--- src/rtl/fifo_burst_reader.sv ---
// Read-side burst master for the 8-bit synchronous FIFO: pops burst_len words,
// absorbs the FIFO read latency in a 2-entry skid buffer, streams them out on valid/ready.
module fifo_burst_reader #(
  parameter int DATA_W = 8,
  parameter int LEN_W  = 8
) (
  input  logic              clk,
  input  logic              rst,
  input  logic              start,
  input  logic [LEN_W-1:0]  burst_len,
  output logic              busy,
  output logic              done,
  input  logic              fifo_empty,
  output logic              fifo_rd_en,
  input  logic [DATA_W-1:0] fifo_data,
  output logic              m_valid,
  output logic [DATA_W-1:0] m_data,
  input  logic              m_ready,
  output logic [LEN_W-1:0]  word_cnt,
  output logic [DATA_W-1:0] xor_sum
);

  typedef enum logic [1:0] {
    S_IDLE  = 2'd0,
    S_READ  = 2'd1,
    S_DRAIN = 2'd2,
    S_DONE  = 2'd3
  } state_t;

  state_t            state_q, state_d;
  logic [LEN_W-1:0]  len_q, len_d;
  logic [LEN_W-1:0]  issued_q, issued_d;
  logic [LEN_W-1:0]  word_cnt_q, word_cnt_d;
  logic [DATA_W-1:0] xor_sum_q, xor_sum_d;
  logic              inflight_q, inflight_d;
  logic [1:0]        occ_q, occ_d;
  logic [DATA_W-1:0] buf0_q, buf0_d;
  logic [DATA_W-1:0] buf1_q, buf1_d;
  logic              busy_q, busy_d;
  logic              done_q, done_d;
  logic              accept_s;
  logic              rd_en_s;

  assign m_valid  = (occ_q != 2'd0);
  assign m_data   = buf0_q;
  assign accept_s = m_valid && m_ready;

  // A pop is only issued when the word it returns is guaranteed a buffer slot.
  assign rd_en_s = (state_q == S_READ) && !fifo_empty && (issued_q < len_q) &&
                   (({1'b0, inflight_q} + occ_q) < 2'd2);

  assign fifo_rd_en = rd_en_s;
  assign busy       = busy_q;
  assign done       = done_q;
  assign word_cnt   = word_cnt_q;
  assign xor_sum    = xor_sum_q;

  always_comb begin
    state_d    = state_q;
    len_d      = len_q;
    issued_d   = issued_q;
    word_cnt_d = word_cnt_q;
    xor_sum_d  = xor_sum_q;
    inflight_d = rd_en_s;
    occ_d      = occ_q;
    buf0_d     = buf0_q;
    buf1_d     = buf1_q;

    // Skid buffer: buf0 is always the head; capture and accept may coincide.
    case ({inflight_q, accept_s})
      2'b11: begin
        if (occ_q == 2'd1) begin
          buf0_d = fifo_data;
        end else begin
          buf0_d = buf1_q;
          buf1_d = fifo_data;
        end
      end
      2'b10: begin
        case (occ_q)
          2'd0:    buf0_d = fifo_data;
          2'd1:    buf1_d = fifo_data;
          default: buf1_d = buf1_q;
        endcase
        occ_d = occ_q + 2'd1;
      end
      2'b01: begin
        buf0_d = buf1_q;
        occ_d  = occ_q - 2'd1;
      end
      default: occ_d = occ_q;
    endcase

    if (accept_s) begin
      word_cnt_d = word_cnt_q + {{(LEN_W-1){1'b0}}, 1'b1};
      xor_sum_d  = xor_sum_q ^ buf0_q;
    end else begin
      word_cnt_d = word_cnt_q;
    end

    if (rd_en_s) begin
      issued_d = issued_q + {{(LEN_W-1){1'b0}}, 1'b1};
    end else begin
      issued_d = issued_q;
    end

    case (state_q)
      S_IDLE: begin
        if (start) begin
          len_d      = burst_len;
          issued_d   = {LEN_W{1'b0}};
          word_cnt_d = {LEN_W{1'b0}};
          xor_sum_d  = {DATA_W{1'b0}};
          state_d    = (burst_len == {LEN_W{1'b0}}) ? S_DONE : S_READ;
        end else begin
          state_d = S_IDLE;
        end
      end
      S_READ: begin
        if (issued_q == len_q) begin
          state_d = S_DRAIN;
        end else begin
          state_d = S_READ;
        end
      end
      S_DRAIN: begin
        if (word_cnt_q == len_q) begin
          state_d = S_DONE;
        end else begin
          state_d = S_DRAIN;
        end
      end
      S_DONE:  state_d = S_IDLE;
      default: state_d = S_IDLE;
    endcase

    busy_d = (state_d != S_IDLE);
    done_d = (state_d == S_DONE);
  end

  // All state, including the registered busy/done flags.
  always_ff @(posedge clk or posedge rst) begin
    if (rst) begin
      state_q    <= S_IDLE;
      len_q      <= {LEN_W{1'b0}};
      issued_q   <= {LEN_W{1'b0}};
      word_cnt_q <= {LEN_W{1'b0}};
      xor_sum_q  <= {DATA_W{1'b0}};
      inflight_q <= 1'b0;
      occ_q      <= 2'd0;
      buf0_q     <= {DATA_W{1'b0}};
      buf1_q     <= {DATA_W{1'b0}};
      busy_q     <= 1'b0;
      done_q     <= 1'b0;
    end else begin
      state_q    <= state_d;
      len_q      <= len_d;
      issued_q   <= issued_d;
      word_cnt_q <= word_cnt_d;
      xor_sum_q  <= xor_sum_d;
      inflight_q <= inflight_d;
      occ_q      <= occ_d;
      buf0_q     <= buf0_d;
      buf1_q     <= buf1_d;
      busy_q     <= busy_d;
      done_q     <= done_d;
    end
  end

endmodule

--- config.mk ---
export PLATFORM = sky130hd
export DESIGN_NAME = fifo_burst_reader
export DESIGN_NICKNAME = d
export VERILOG_FILES = /design/src/rtl/fifo_burst_reader.sv
export SDC_FILE = /design/constraint.sdc
export NUM_CORES = 1
export LEC_CHECK = 0
export ABC_AREA = 1
export CAP_MARGIN = 5
export CORE_AREA = 5 5 131 83
export CTS_CLUSTER_DIAMETER = 200
export DETAILED_ROUTE_END_ITERATION = 7
export DIE_AREA = 0 0 136 88
export HOLD_SLACK_MARGIN = 0.05
export RECOVER_POWER = 50
export SYNTH_ARGS = -nofsm -noshare
export SYNTH_HDL_FRONTEND = slang
export SYNTH_SLANG_ARGS = --single-unit
--- constraint.sdc ---
create_clock -name clk -period 2.45 [get_ports clk]
set_input_delay 0.49 -clock clk [delete_from_list [all_inputs] [get_ports clk]]
set_output_delay 0.49 -clock clk [all_outputs]
set_load 0.01 [all_outputs]
# Yosys cells after proc, flatten, opt, wreduce, memory -nomap -nowiden
# Index checks and enable logic that the tools add are counted.
# word_totals
ff_bits	55
in_bits	21
output_inout_bits	28
# op_classes
n_mux	20
bitwise_logic	1
addsub	5
n_reduce_logical	16
n_lt_le_gt_ge	2
n_eq_ne	12
# op_table
operator	n
$mux W8	12
$pmux W8 S3	1
$add A8 B1 Y8 const B	2
$eq A8 B8 Y1	2
$pmux W8 S2	1
$eq A2 B2 Y1 const B	5
$logic_not A8 Y1	1
$lt A8 B8 Y1	1
$pmux W2 S4	1
$reduce_bool A2 Y1	4
$xor A8 B8 Y8	1
$eq A2 B1 Y1 const B	3
$mux W2	3
$reduce_and A2 Y1	3
$logic_and A1 B1 Y1	4
$logic_not A2 Y1	2
$pmux W2 S2	1
$reduce_bool A3 Y1	1
$add A1 B2 Y2	1
$add A2 B1 Y2 const B	1
$lt A2 B2 Y1 const B	1
$ne A2 B1 Y1 const B	1
$ne A2 B2 Y1 const B	1
$sub A2 B1 Y2 const B	1
2 further kinds	2

# Logic depth before layout (Yosys ltp)
# Gate-level depths: netlist of the first run.
# depth
depth_word	7
mapped_depth	12
depth_no_buf	12

# Least setup slack after synthesis of the first run
# No wires, ideal clock.
# synth_timing
kind	register to register
from	reg occ_q[0]
to	reg buf0_q[0], in the netlist m_data[0]
arrival_ns	1.808
setup_time_ns	0.130
required_ns	2.320
n_path_buf	3
stages_incl_launch_ff	10
setup_slack_ns	0.512
path_cell_list	dfrtp_1 inv_1 ha_1 nor2_2 buf_2 ha_1 buf_2 buf_2 o211ai_1 o21ai_0
# synth_between
elab_chain_cells	5
# synth_lines
element	line_no	source
start: declaration	36	logic [1:0] occ_q, occ_d;
start signal: assignment	150	occ_q <= 2'd0;
start signal: assignment	162	occ_q <= occ_d;
$reduce_bool A2 Y1	44	assign m_valid = (occ_q != 2'd0);
$logic_and A1 B1 Y1	46	assign accept_s = m_valid && m_ready;
$eq A2 B2 Y1 / $eq A2 B1 Y1 (equally long branches)	70	case ({inflight_q, accept_s})
$ne A2 B1 Y1 (no line) / $reduce_bool A3 Y1 (equally long branches)	--	
$reduce_and A2 Y1 (no line)	--	
end signal: assignment	151	buf0_q <= {DATA_W{1'b0}};
end signal: assignment	163	buf0_q <= buf0_d;
end: declaration	37	logic [DATA_W-1:0] buf0_q, buf0_d;
# Several ways; a longest one is shown, not always the timed one.
# A chain may end at the register's enable or synchronous reset.

# Worst setup path in the final report of the first run
# layout_timing
from	reg len_q[7]
to	out fifo_rd_en
# layout_between
elab_chain_cells	3
# layout_lines
element	line_no	source
start: declaration	31	logic [LEN_W-1:0] len_q, len_d;
start signal: assignment	145	len_q <= {LEN_W{1'b0}};
start signal: assignment	157	len_q <= len_d;
$lt A8 B8 Y1	49	assign rd_en_s = (state_q == S_READ) && !fifo_empty && (issued_q < len_q) &&
$logic_and A1 B1 Y1 (2 in a row)	49	
end: declaration	14	output logic fifo_rd_en,
# Every way passes these cells.

==> results of run 1 <==
==> worst register-to-register path, cell delays in order, from the launching register on <==
cell                       delay [ns]
sky130_fd_sc_hd__dfrtp_1         0.44
sky130_fd_sc_hd__inv_1           0.07
sky130_fd_sc_hd__ha_1            0.23
sky130_fd_sc_hd__inv_2           0.12
sky130_fd_sc_hd__nand2_4         0.05
sky130_fd_sc_hd__ha_1            0.21
sky130_fd_sc_hd__inv_1           0.24
sky130_fd_sc_hd__o22ai_1         0.14
sky130_fd_sc_hd__o211ai_1        0.34
sky130_fd_sc_hd__o21ai_1         0.12
==> registers in the layout (all words and copies together), names as in the netlist <==
| name | count |
|---|---|
| busy | 1 |
| state_q | 2 |
| word_cnt | 8 |
| m_data | 8 |
| occ_q | 2 |
| xor_sum | 8 |
| inflight_q | 1 |
| issued_q | 8 |
| len_q | 8 |
| done | 1 |
| buf1_q | 8 |
==> routing by layer <==
metal  vias up  global-route usage, %
li1       1447                      -
met1      1317                   22.0
met2        72                   21.1
met3         9                   3.16
met4         0                   3.57
met5         -                      0
==> power breakdown <==
group | internal (mW) | switching [mW]
Clock | 0.384 | 0.347
Combinational | 1.18 | 1.63
Sequential | 1.32 | 0.338
Total | 2.88 | 2.31
==> per-stage QoR <==
step,hold slack (ns),setup WS (ns),util (%)
CTS,0.498,0.0851,42.7
floorplan,0.494,0.512,-
global route,0.572,0.0831,42.4
detailed placement,0.520,-0.0995,41.2
finish,0.531,0.258,42.4
global placement,0.515,-0.0952,41.2
==> worst paths after layout <==
kind	from	endpoint	slack, ns	cells past startpoint
max	len_q[7]$_DFFE_PP0P_	fifo_rd_en	0.26	8
min	occ_q[1]$_DFFE_PP0N_	occ_q[1]$_DFFE_PP0N_	0.53	2
max reg2reg	occ_q[0]$_DFFE_PP0N_	m_data[2]$_DFFE_PP0P_	0.39	9
min reg2reg	occ_q[1]$_DFFE_PP0N_	occ_q[1]$_DFFE_PP0N_	0.53	2
max in group asynchronous	rst	issued_q[3]$_DFF_PP0_	0.41	3
min in group asynchronous	rst	buf1_q[3]$_DFFE_PP0P_	0.71	2
==> final cells by class <==
| type | count | area (µm²) | share of cell area (%) |
|---|---|---|---|
| well taps | 135 | 169 | 4.16 |
| clock inverters | 2 | 17.5 | 0.432 |
| clock buffers | 6 | 129 | 3.18 |
| multi-input cells | 283 | 1550 | 38.1 |
| inverters | 69 | 264 | 6.51 |
| flip-flops and latches | 55 | 1380 | 33.9 |
| repair buffers | 60 | 556 | 13.7 |
==> placed cells by master (no fill, tap or decap), types with 2 or more instances in the layout <==
cell                              instances
sky130_fd_sc_hd__clkbuf_1                 3
sky130_fd_sc_hd__nor2_2                   3
sky130_fd_sc_hd__nand2_4                  2
sky130_fd_sc_hd__nand2_2                  2
sky130_fd_sc_hd__a21oi_1                 11
sky130_fd_sc_hd__xor2_1                  12
sky130_fd_sc_hd__inv_2                    4
sky130_fd_sc_hd__buf_4                    9
sky130_fd_sc_hd__nand3_2                  2
sky130_fd_sc_hd__ha_1                    15
sky130_fd_sc_hd__clkinv_4                 3
sky130_fd_sc_hd__o211ai_1                16
sky130_fd_sc_hd__nand3_1                  8
sky130_fd_sc_hd__nand4_1                  8
sky130_fd_sc_hd__dlygate4sd3_1            2
sky130_fd_sc_hd__o21ai_1                 11
sky130_fd_sc_hd__nor3_1                   3
sky130_fd_sc_hd__dfrtp_1                 55
sky130_fd_sc_hd__xnor2_1                  2
sky130_fd_sc_hd__nor2_4                   2
sky130_fd_sc_hd__nor2_1                  47
sky130_fd_sc_hd__inv_1                   64
sky130_fd_sc_hd__clkdlybuf4s50_1         45
sky130_fd_sc_hd__o22ai_1                  8
sky130_fd_sc_hd__clkbuf_16                5
sky130_fd_sc_hd__clkbuf_2                 2
sky130_fd_sc_hd__o21ai_0                 26
sky130_fd_sc_hd__nand2_1                 98
==> cells by family after synthesis <==
group,after synthesis,synth area share [%]
compound gates,74,13.4
fa+ha+maj,15,5.78
xor+xnor,14,3.78
buf+inv,80,10.1
simple gates,180,24.6
flops,55,42.4
==> summary.md, run 1 <==
- **overall via count from detail_route** 2845
- **chip width** 136 µm
- **later-pin clock latency in the skew report** 0.30 ns
- **setup repair after global routing missed its margin** false
- **# IOs** 49
- **transition time at the pin with the least slew margin** 0.918 ns
- **cells along the critical path** inv_1 -> ha_1 -> nand2_1 -> a21oi_1 -> nor2_4 -> nand3_4 -> inv_1 -> clkbuf_2
- **yosys warns** 0
- **core area** 0.00956 mm²
- **final net count** 510
- **Die Outline Area** 0.0120 mm²
- **post-cts sizing count** 2
- **CP max stage cell** sky130_fd_sc_hd__dfrtp_1
- **cells after synthesis** 418
- **Max Cap Violations** 0
- **Fmax** 456 MHz
- **library cell with the highest instance count after synthesis** sky130_fd_sc_hd__nand2_1
- **remaining routing DRC violations** 0
- **Finish-stage setup viols** 0
- **ratio of final minimum period to clock period** 89.5%
- **vertical die dimension** 88 µm
- **outcome** complete, no violations
- **DRC violation total after the first TritonRoute iteration** 211
- **total length of routed wires** 8040 µm
- **commonest register cell after synthesis** sky130_fd_sc_hd__dfrtp_1
- **vias per std cell** 4.66
- **WS Path Type** flop to output pin
- **total global routing overflow** 0
- **hpwl dp** 6020 µm
- **fraction of layout instances using a drive strength above 1** 8.21%
- **post-synthesis register bit count** 55
- **maximum ir drop on the vdd rail** 0.442 mV
- **number of setup buffers added after CTS** 0
- **overall track demand over capacity in global routing** 14.6%
- **Clock Tree Root** sky130_fd_sc_hd__clkbuf_16
- **number of slew-limit violations in the final report** 0
- **CP Max Fanout** 3
- **Post-Synthesis Net Count** 454
- **Syn Area/Cell** 7.77 µm²
- **# hold bufs at CTS** 0
- **Placement Cell Area** 0.00394 mm²
- **distinct cell type count after synthesis** 32
- **final hold vios** 0
- **static leakage** 1.95 nW
- **fraction of the yosys area taken by sequential cells** 42.4%
- **async set-reset flop share out of synthesis** 100%
- **met2 routed WL** 3300 µm
- **post-synthesis cell type with the largest combined area** sky130_fd_sc_hd__dfrtp_1
- **met1 routed wirelength after detailed routing** 4240 µm
- **required time worst endpoint** 1.96 ns
- **post-synth top area share** 42.4%
- **summed negative setup slack over all endpoints** 0 ns
- **count of H-tree levels built during CTS** 2
- **number of antenna violations at the first check in global routing** 0
- **first-pass GRT wire length** 13600 µm
- **CTS Sinks** 55
- **Setup crit end kind** output pin
- **final setup skew** 0.00622 ns
- **number of rows in the core area** 28
- **count of nets left with antenna violations after detail routing** 0
- **most instantiated cells after synthesis** 98 x sky130_fd_sc_hd__nand2_1, 64 x sky130_fd_sc_hd__inv_1, 55 x sky130_fd_sc_hd__dfrtp_1
- **CP dominant cell by count** sky130_fd_sc_hd__inv_1
- **Antenna Diode Count** 0
- **vias in the first global route** 2698
- **count of buffering cells on the critical path with inverters included** 3
- **routed length per placed instance** 13.2 µm
- **cell area after synthesis** 0.00325 mm²
- **routed length on met3** 420 µm
- **type of the worst min-delay path** flop to flop
- **CTS buffer count** 5
- **routability congestion estimate** 0.780
- **effective utilization at floorplan** 34.0%
- **Worst slew margin** 38.8%
- **number of enable-type register cells in the synthesized netlist** 0
- **maximum number of pins on one net before global-route repair** 36
- **Design Power** 5.19 mW
- **PwrDens** 1280 mW/mm²
- **post-route insts no fill** 610
- **clock tree from TritonCTS** built
- **clock period minus final worst setup slack** 2.19 ns
- **category of the worst setup path launch point** flop
- **Initial DRT Pass Iterations** 5
- **number of port buffers** 48
- **Top Layer Used** met4
- **Area Overhead vs Synth** 24.9%
- **signal arrival time at the worst endpoint** 1.70 ns
- **Post-Layout Inst Area** 0.00406 mm²
- **post-placement cell count** 602
- **top post-synthesis cells by area** sky130_fd_sc_hd__dfrtp_1 42%, sky130_fd_sc_hd__nand2_1 11%, sky130_fd_sc_hd__inv_1 7.4%
- **number of buffers between clock root and the deepest sink** 2
- **gate family responsible for the most delay along the worst path** flip-flops
- **Critical Path Max Stage Delay** 0.35 ns
- **clock transition at the registers of the reported paths** 0.07 ns
- **Filler Cells Inserted** 955
Power figures use the tool's default switching activity.
==> run 2: changes to the inputs <==
- ABC_AREA: 1 -> not set
- CORE_AREA: 5 5 131 83 -> 5 5 126 80
- DIE_AREA: 0 0 136 88 -> 0 0 131 85
==> run 2 against run 1 <==
- synthesized cell count decreased by 25%
- flip-flop and latch count unchanged
- hold slack got worse by 0.035 ns
- largest cell class unchanged
- final cell count decreased by 20%
- sequential power decreased by 6%
- power decreased by 15%
==> summary.md, run 2 <==
- **CTS buffer count** 5
- **vias per std cell** 5.14
- **DRC violation total after the first TritonRoute iteration** 174
- **number of buffers between clock root and the deepest sink** 2
- **core area** 0.00885 mm²
- **Worst Setup SP** len_q[5]$_DFFE_PP0P_
- **Worst slew margin** 8.79%
- **setup repair after global routing missed its margin** false
- **number of enable-type register cells in the synthesized netlist** 0
- **Initial DRT Pass Iterations** 6
- **ratio of final minimum period to clock period** 91.7%
- **critical hold path startpoint** occ_q[1]$_DFFE_PP0N_
- **final net count** 408
- **commonest register cell after synthesis** sky130_fd_sc_hd__dfrtp_1
- **Area Overhead vs Synth** 28.8%
- **number of cells on the worst hold path** 2
- **post-synthesis cell type with the largest combined area** sky130_fd_sc_hd__dfrtp_1
- **signal arrival time at the worst endpoint** 1.76 ns
- **Fmax** 445 MHz
- **overall via count from detail_route** 2513
- **number of antenna violations at the first check in global routing** 0
- **post-synth top area share** 45.7%
- **first-pass GRT wire length** 12500 µm
- **most instantiated cells after synthesis** 55 x sky130_fd_sc_hd__dfrtp_1, 33 x sky130_fd_sc_hd__nand2_1, 21 x sky130_fd_sc_hd__o21ai_0
- **post-placement cell count** 481
- **CP Max Fanout** 2
- **Max Cap Violations** 0
- **Reg-to-Reg End** m_data[0]$_DFFE_PP0P_
- **total global routing overflow** 0
- **cells after synthesis** 312
- **overall track demand over capacity in global routing** 14.0%
- **final hold vios** 0
- **WS Path Type** flop to output pin
- **most common cell after layout, fill and taps aside** sky130_fd_sc_hd__dfrtp_1
- **Placement Cell Area** 0.00375 mm²
- **pre-CTS setup slack** -0.0668 ns
- **# IOs** 49
- **PwrDens** 1140 mW/mm²
- **post-route insts no fill** 489
- **top post-synthesis cells by area** sky130_fd_sc_hd__dfrtp_1 46%, sky130_fd_sc_hd__ha_1 6.2%, sky130_fd_sc_hd__xor2_1 4.7%
- **clock transition at the registers of the reported paths** 0.07 ns
- **number of setup buffers added after CTS** 0
- **number of port buffers** 48
- **Antenna Diode Count** 0
- **maximum ir drop on the vdd rail** 0.456 mV
- **hpwl dp** 5700 µm
- **CTS Sinks** 55
- **fraction of layout instances using a drive strength above 1** 9.65%
- **worst-case setup margin in the final layout** 0.203 ns
- **Setup crit end kind** output pin
- **summed negative setup slack over all endpoints** 0 ns
- **category of the worst setup path launch point** flop
- **chip width** 131 µm
- **Finish-stage setup viols** 0
- **cell count of the worst reg-to-reg path** 7
- **type of the worst min-delay path** flop to flop
- **count of H-tree levels built during CTS** 2
- **fraction of the yosys area taken by sequential cells** 45.7%
- **later-pin clock latency in the skew report** 0.30 ns
- **Critical Path Max Stage Delay** 0.36 ns
- **effective utilization at floorplan** 34.0%
- **transition time at the pin with the least slew margin** 1.37 ns
- **CP max stage cell** sky130_fd_sc_hd__dfrtp_1
- **worst hold endpoint** occ_q[1]$_DFFE_PP0N_
- **Clock Tree Root** sky130_fd_sc_hd__clkbuf_16
- **Syn Area/Cell** 9.64 µm²
- **clock period minus final worst setup slack** 2.25 ns
- **vias in the first global route** 2438
- **library cell with the highest instance count after synthesis** sky130_fd_sc_hd__dfrtp_1
- **routability congestion estimate** 0.846
- **number of rows in the core area** 27
- **yosys warns** 0
- **vertical die dimension** 85 µm
- **cells along the critical path** inv_1 -> ha_1 -> a21oi_1 -> o2111a_2 -> nand2_2 -> nor2_1 -> clkbuf_2
- **commonest non-fill, non-tap cells in the layout** 55 x sky130_fd_sc_hd__dfrtp_1, 42 x sky130_fd_sc_hd__clkdlybuf4s50_1, 33 x sky130_fd_sc_hd__nand2_1
- **number of slew-limit violations in the final report** 0
- **async set-reset flop share out of synthesis** 100%
- **post-synthesis register bit count** 55
- **total length of routed wires** 7470 µm
- **required time worst endpoint** 1.96 ns
- **FF-to-FF setup slack** 0.28 ns
- **distinct cell type count after synthesis** 40
- **Post-Synthesis Net Count** 348
- **outcome** complete, no violations
- **remaining routing DRC violations** 0
- **startpoint of the most critical register-to-register path** occ_q[0]$_DFFE_PP0N_
- **Hold WS** 0.496 ns
- **count of nets left with antenna violations after detail routing** 0
- **clock tree from TritonCTS** built
- **maximum number of pins on one net before global-route repair** 56
- **Post-Layout Inst Area** 0.00388 mm²
- **final setup skew** 0.00986 ns
- **cell area after synthesis** 0.00301 mm²
- **static leakage** 1.69 nW
- **Die Outline Area** 0.0111 mm²
- **routed length per placed instance** 15.3 µm
## run 2: metrics by stage
step	power [mW]	utilization, %
final	4.43	43.8
after global routing	4.77	43.8
after CTS	4.49	44.0
after detailed placement	3.75	42.4
after global placement	3.69	42.4
after floorplan	2.86	-
## run 2: where the power goes
part           switching, mW  leakage (nW)  internal, mW
clock                  0.332        0.0675         0.384
combinational           1.09         0.939          1.06
sequential             0.308         0.680          1.25
## run 2: repair_timing
action                     in CTS  in global routing
gates resized for setup         1                  3
pin swaps                       0                  0
setup endpoints to repair       1                  8
hold buffers                    0                  0
## run 2: worst max-delay path by stage
stage / to / slack (ns) / depth (start not counted)
after CTS: fifo_rd_en / 0.03 / 7
after floorplan: m_data[0]$_DFFE_PP0P_ / 0.09 / 12
final: fifo_rd_en / 0.20 / 7
after global routing: fifo_rd_en / 0.07 / 7
after detailed placement: buf1_q[7]$_DFFE_PP0P_ / -0.07 / 8
after global placement: fifo_rd_en / -0.04 / 6
## run 2: final cells by class
| class | count | area, µm² |
|---|---|---|
| fill | 871 | 4970 |
| tap | 116 | 145 |
| sequential | 55 | 1380 |
| inverter | 16 | 60.1 |
| clock inverter | 2 | 16.3 |
| clock buffer | 6 | 129 |
| multi-input combinational | 225 | 1510 |
| timing repair buffer | 69 | 639 |
## run 2: kinds of logic after synthesis
group	synth area share [%]
adders and majority gates	6.24
muxes	4.37
buffers and inverters	4.20
xor gates and xnor gates	6.99
DFF	45.7
and+or+nand+nor	15.6
AOI/OAI and AO/OA	16.9
## run 2: worst max-delay path, delay by kind of cell, from the launching register on
| family | cells | cell delay, ns |
|---|---|---|
| AO/OA/AOI/OAI | 2 | 0.36 |
| AND/OR/NAND/NOR | 2 | 0.20 |
| adder cells (fa/ha/maj) | 1 | 0.31 |
| buffers and inverters | 2 | 0.24 |
| flip-flops | 1 | 0.36 |
## run 2: per-layer routing
| layer | global-route usage, % | wire length, µm | up-vias |
|---|---|---|---|
| met4 | 3.64 | 76 | 0 |
| met5 | 0 | 0 | - |
| met1 | 20.7 | 3870 | 1226 |
| met2 | 20.3 | 3190 | 45 |
| met3 | 3.33 | 338 | 5 |
| li1 | - | - | 1237 |
==> run 3: changes to the inputs <==
- CORE_AREA: 5 5 126 80 -> 2 2 123 77
- DIE_AREA: 0 0 131 85 -> 0 0 125 79
- GPL_TIMING_DRIVEN: not set -> 0
- SETUP_SLACK_MARGIN: not set -> 0.3
==> run 3 against run 2 <==
- via count rose by 6.2%
- core utilization increased by 4.7 points
- clock skew decreased by 0.0044 ns
- power grew 14%
- die area down 11%
- hold slack better by 0.0081 ns
- wire length is 8.3% higher
- largest power group unchanged
==> summary.md, run 3 (synthesis results as in run 2) <==
- **final hold vios** 0
- **Clock Tree Root** sky130_fd_sc_hd__clkbuf_16
- **Initial DRT Pass Iterations** 4
- **cells along the critical path** ha_4 -> nor2b_4 -> o211ai_2 -> a21oi_1 -> buf_6 -> nor2_4 -> buf_6
- **vertical die dimension** 79 µm
- **routability congestion estimate** 0.834
- **CTS Sinks** 55
- **ratio of final minimum period to clock period** 93.1%
- **Placement Cell Area** 0.00369 mm²
- **fraction of layout instances using a drive strength above 1** 20.4%
- **CP dominant cell by count** sky130_fd_sc_hd__buf_6
- **number of rows in the core area** 27
- **signal arrival time at the worst endpoint** 1.79 ns
- **chip width** 125 µm
- **Storage cell area** 0.00138 mm²
- **DRC violation total after the first TritonRoute iteration** 245
- **remaining routing DRC violations** 0
- **WS Path Type** flop to output pin
- **Worst Setup SP** issued_q[1]$_DFF_PP0_
- **Filler Cells Inserted** 842
- **clock period minus final worst setup slack** 2.28 ns
- **Critical Path Max Stage Delay** 0.42 ns
- **Layout Utilization** 48.5%
- **post-route insts no fill** 509
- **worst setup path endpoint** fifo_rd_en
- **Area Overhead vs Synth** 42.5%
- **final net count** 428
- **first-pass GRT wire length** 13300 µm
- **Worst slew margin** 35.9%
- **Antenna Diode Count** 0
- **worst-case setup margin in the final layout** 0.170 ns
- **Reg-to-Reg End** buf1_q[0]$_DFFE_PP0P_
- **post-placement cell count** 477
- **maximum number of pins on one net before global-route repair** 43
- **vias in the first global route** 2579
- **Post-Layout Inst Area** 0.00429 mm²
- **pre-CTS setup slack** -0.389 ns
- **count of nets left with antenna violations after detail routing** 0
- **Fmax** 439 MHz
- **core area** 0.00885 mm²
- **CTS buffer count** 5
- **total length of routed wires** 8090 µm
- **number of port buffers** 48
- **effective utilization at floorplan** 34.0%
- **final setup skew** 0.00542 ns
- **vias per std cell** 5.24
- **summed negative setup slack over all endpoints** 0 ns
- **outcome** complete, no violations
- **category of the worst setup path launch point** flop
- **clock transition at the registers of the reported paths** 0.07 ns
- **Finish-stage setup viols** 0
- **most common cell after layout, fill and taps aside** sky130_fd_sc_hd__dfrtp_1
- **setup repair after global routing missed its margin** true
- **static leakage** 1.88 nW
- **number of antenna violations at the first check in global routing** 0
- **# IOs** 49
- **required time worst endpoint** 1.96 ns
- **count of H-tree levels built during CTS** 2
- **overall track demand over capacity in global routing** 17.0%
- **clock tree from TritonCTS** built
- **Die Outline Area** 0.00988 mm²
- **CP max stage cell** sky130_fd_sc_hd__dfrtp_1
- **transition time at the pin with the least slew margin** 0.961 ns
- **number of slew-limit violations in the final report** 0
- **CP Max Fanout** 6
- **FF-to-FF setup slack** 0.33 ns
- **overall via count from detail_route** 2669
- **startpoint of the most critical register-to-register path** occ_q[0]$_DFFE_PP0N_
- **total global routing overflow** 0
- **Hold WS** 0.504 ns
- **commonest non-fill, non-tap cells in the layout** 55 x sky130_fd_sc_hd__dfrtp_1, 32 x sky130_fd_sc_hd__nand2_1, 32 x sky130_fd_sc_hd__clkdlybuf4s50_1
- **routed length per placed instance** 15.9 µm
- **maximum ir drop on the vdd rail** 0.478 mV
- **area of the multi-input gates** 0.00171 mm²
- **hpwl dp** 5620 µm
- **PwrDens** 1180 mW/mm²
- **Max Cap Violations** 0
- **later-pin clock latency in the skew report** 0.30 ns
- **Design Power** 5.05 mW
- **cell count of the worst reg-to-reg path** 11
- **type of the worst min-delay path** flop to flop
- **number of buffers between clock root and the deepest sink** 2
- **Setup crit end kind** output pin
[run 3: cell types whose count changed in the layout (fill, tap and decap cells not counted), moves of 4 or more]
cell / change
sky130_fd_sc_hd__clkdlybuf4s50_1: -10
sky130_fd_sc_hd__dlygate4sd3_1: +9
sky130_fd_sc_hd__a221oi_1: -7
sky130_fd_sc_hd__a221oi_2: +7
sky130_fd_sc_hd__buf_4: +7
sky130_fd_sc_hd__ha_1: -5
sky130_fd_sc_hd__clkbuf_1: +4
sky130_fd_sc_hd__ha_4: +4
sky130_fd_sc_hd__o22ai_1: -4
sky130_fd_sc_hd__o22ai_2: +4
[run 3: critical path, delay by kind of cell (launching register included)]
kind | cells | cell delay (ns)
AOI/OAI and AO/OA | 2 | 0.33
adders and majority gates | 1 | 0.28
buffers and inverters | 2 | 0.28
DFF | 1 | 0.42
and+or+nand+nor | 2 | 0.17
[run 3: what timing repair did]
item                       CTS  global route
cloned                       0             0
setup endpoints to repair   19            20
pin swaps                    6            12
setup buffers               18             6
resized for setup           32            24
hold buffers                 0             0
[run 3: worst min path at each step]
stage	startpoint	end	slack (ns)	depth (start not counted)
after floorplan	occ_q[1]$_DFFE_PP0N_	occ_q[1]$_DFFE_PP0N_	0.45	2
after global placement	occ_q[1]$_DFFE_PP0N_	occ_q[1]$_DFFE_PP0N_	0.47	2
after detailed placement	occ_q[1]$_DFFE_PP0N_	occ_q[1]$_DFFE_PP0N_	0.48	2
after CTS	rst	m_data[7]$_DFFE_PP0P_	0.48	2
after global routing	m_data[2]$_DFFE_PP0P_	m_data[2]$_DFFE_PP0P_	0.54	1
final	m_data[1]$_DFFE_PP0P_	m_data[1]$_DFFE_PP0P_	0.50	1
[run 3: final cells by class]
| cell class | count | share of cell area [%] |
|---|---|---|
| Inverter | 16 | 1.40 |
| Clock inverter | 2 | 1.40 |
| Sequential cell | 55 | 32.1 |
| Timing Repair Buffer | 73 | 15.6 |
| Tap cell | 116 | 3.38 |
| Buffer | 16 | 3.21 |
| Multi-Input combinational cell | 225 | 39.9 |
| Clock buffer | 6 | 3.00 |
[run 3: routing by layer]
layer	vias up	global-route usage [%]	wire length, µm
met5	-	0	0
met4	0	4.33	76
met3	11	3.71	501
met2	86	24.1	3440
met1	1299	26.1	4070
li1	1273	-	-
[run 3: power breakdown]
| group | internal, mW | switching [mW] | total (mW) |
|---|---|---|---|
| sequential | 1.25 | 0.320 | 1.57 |
| clock | 0.587 | 0.331 | 0.917 |
| combinational | 1.27 | 1.30 | 2.56 |
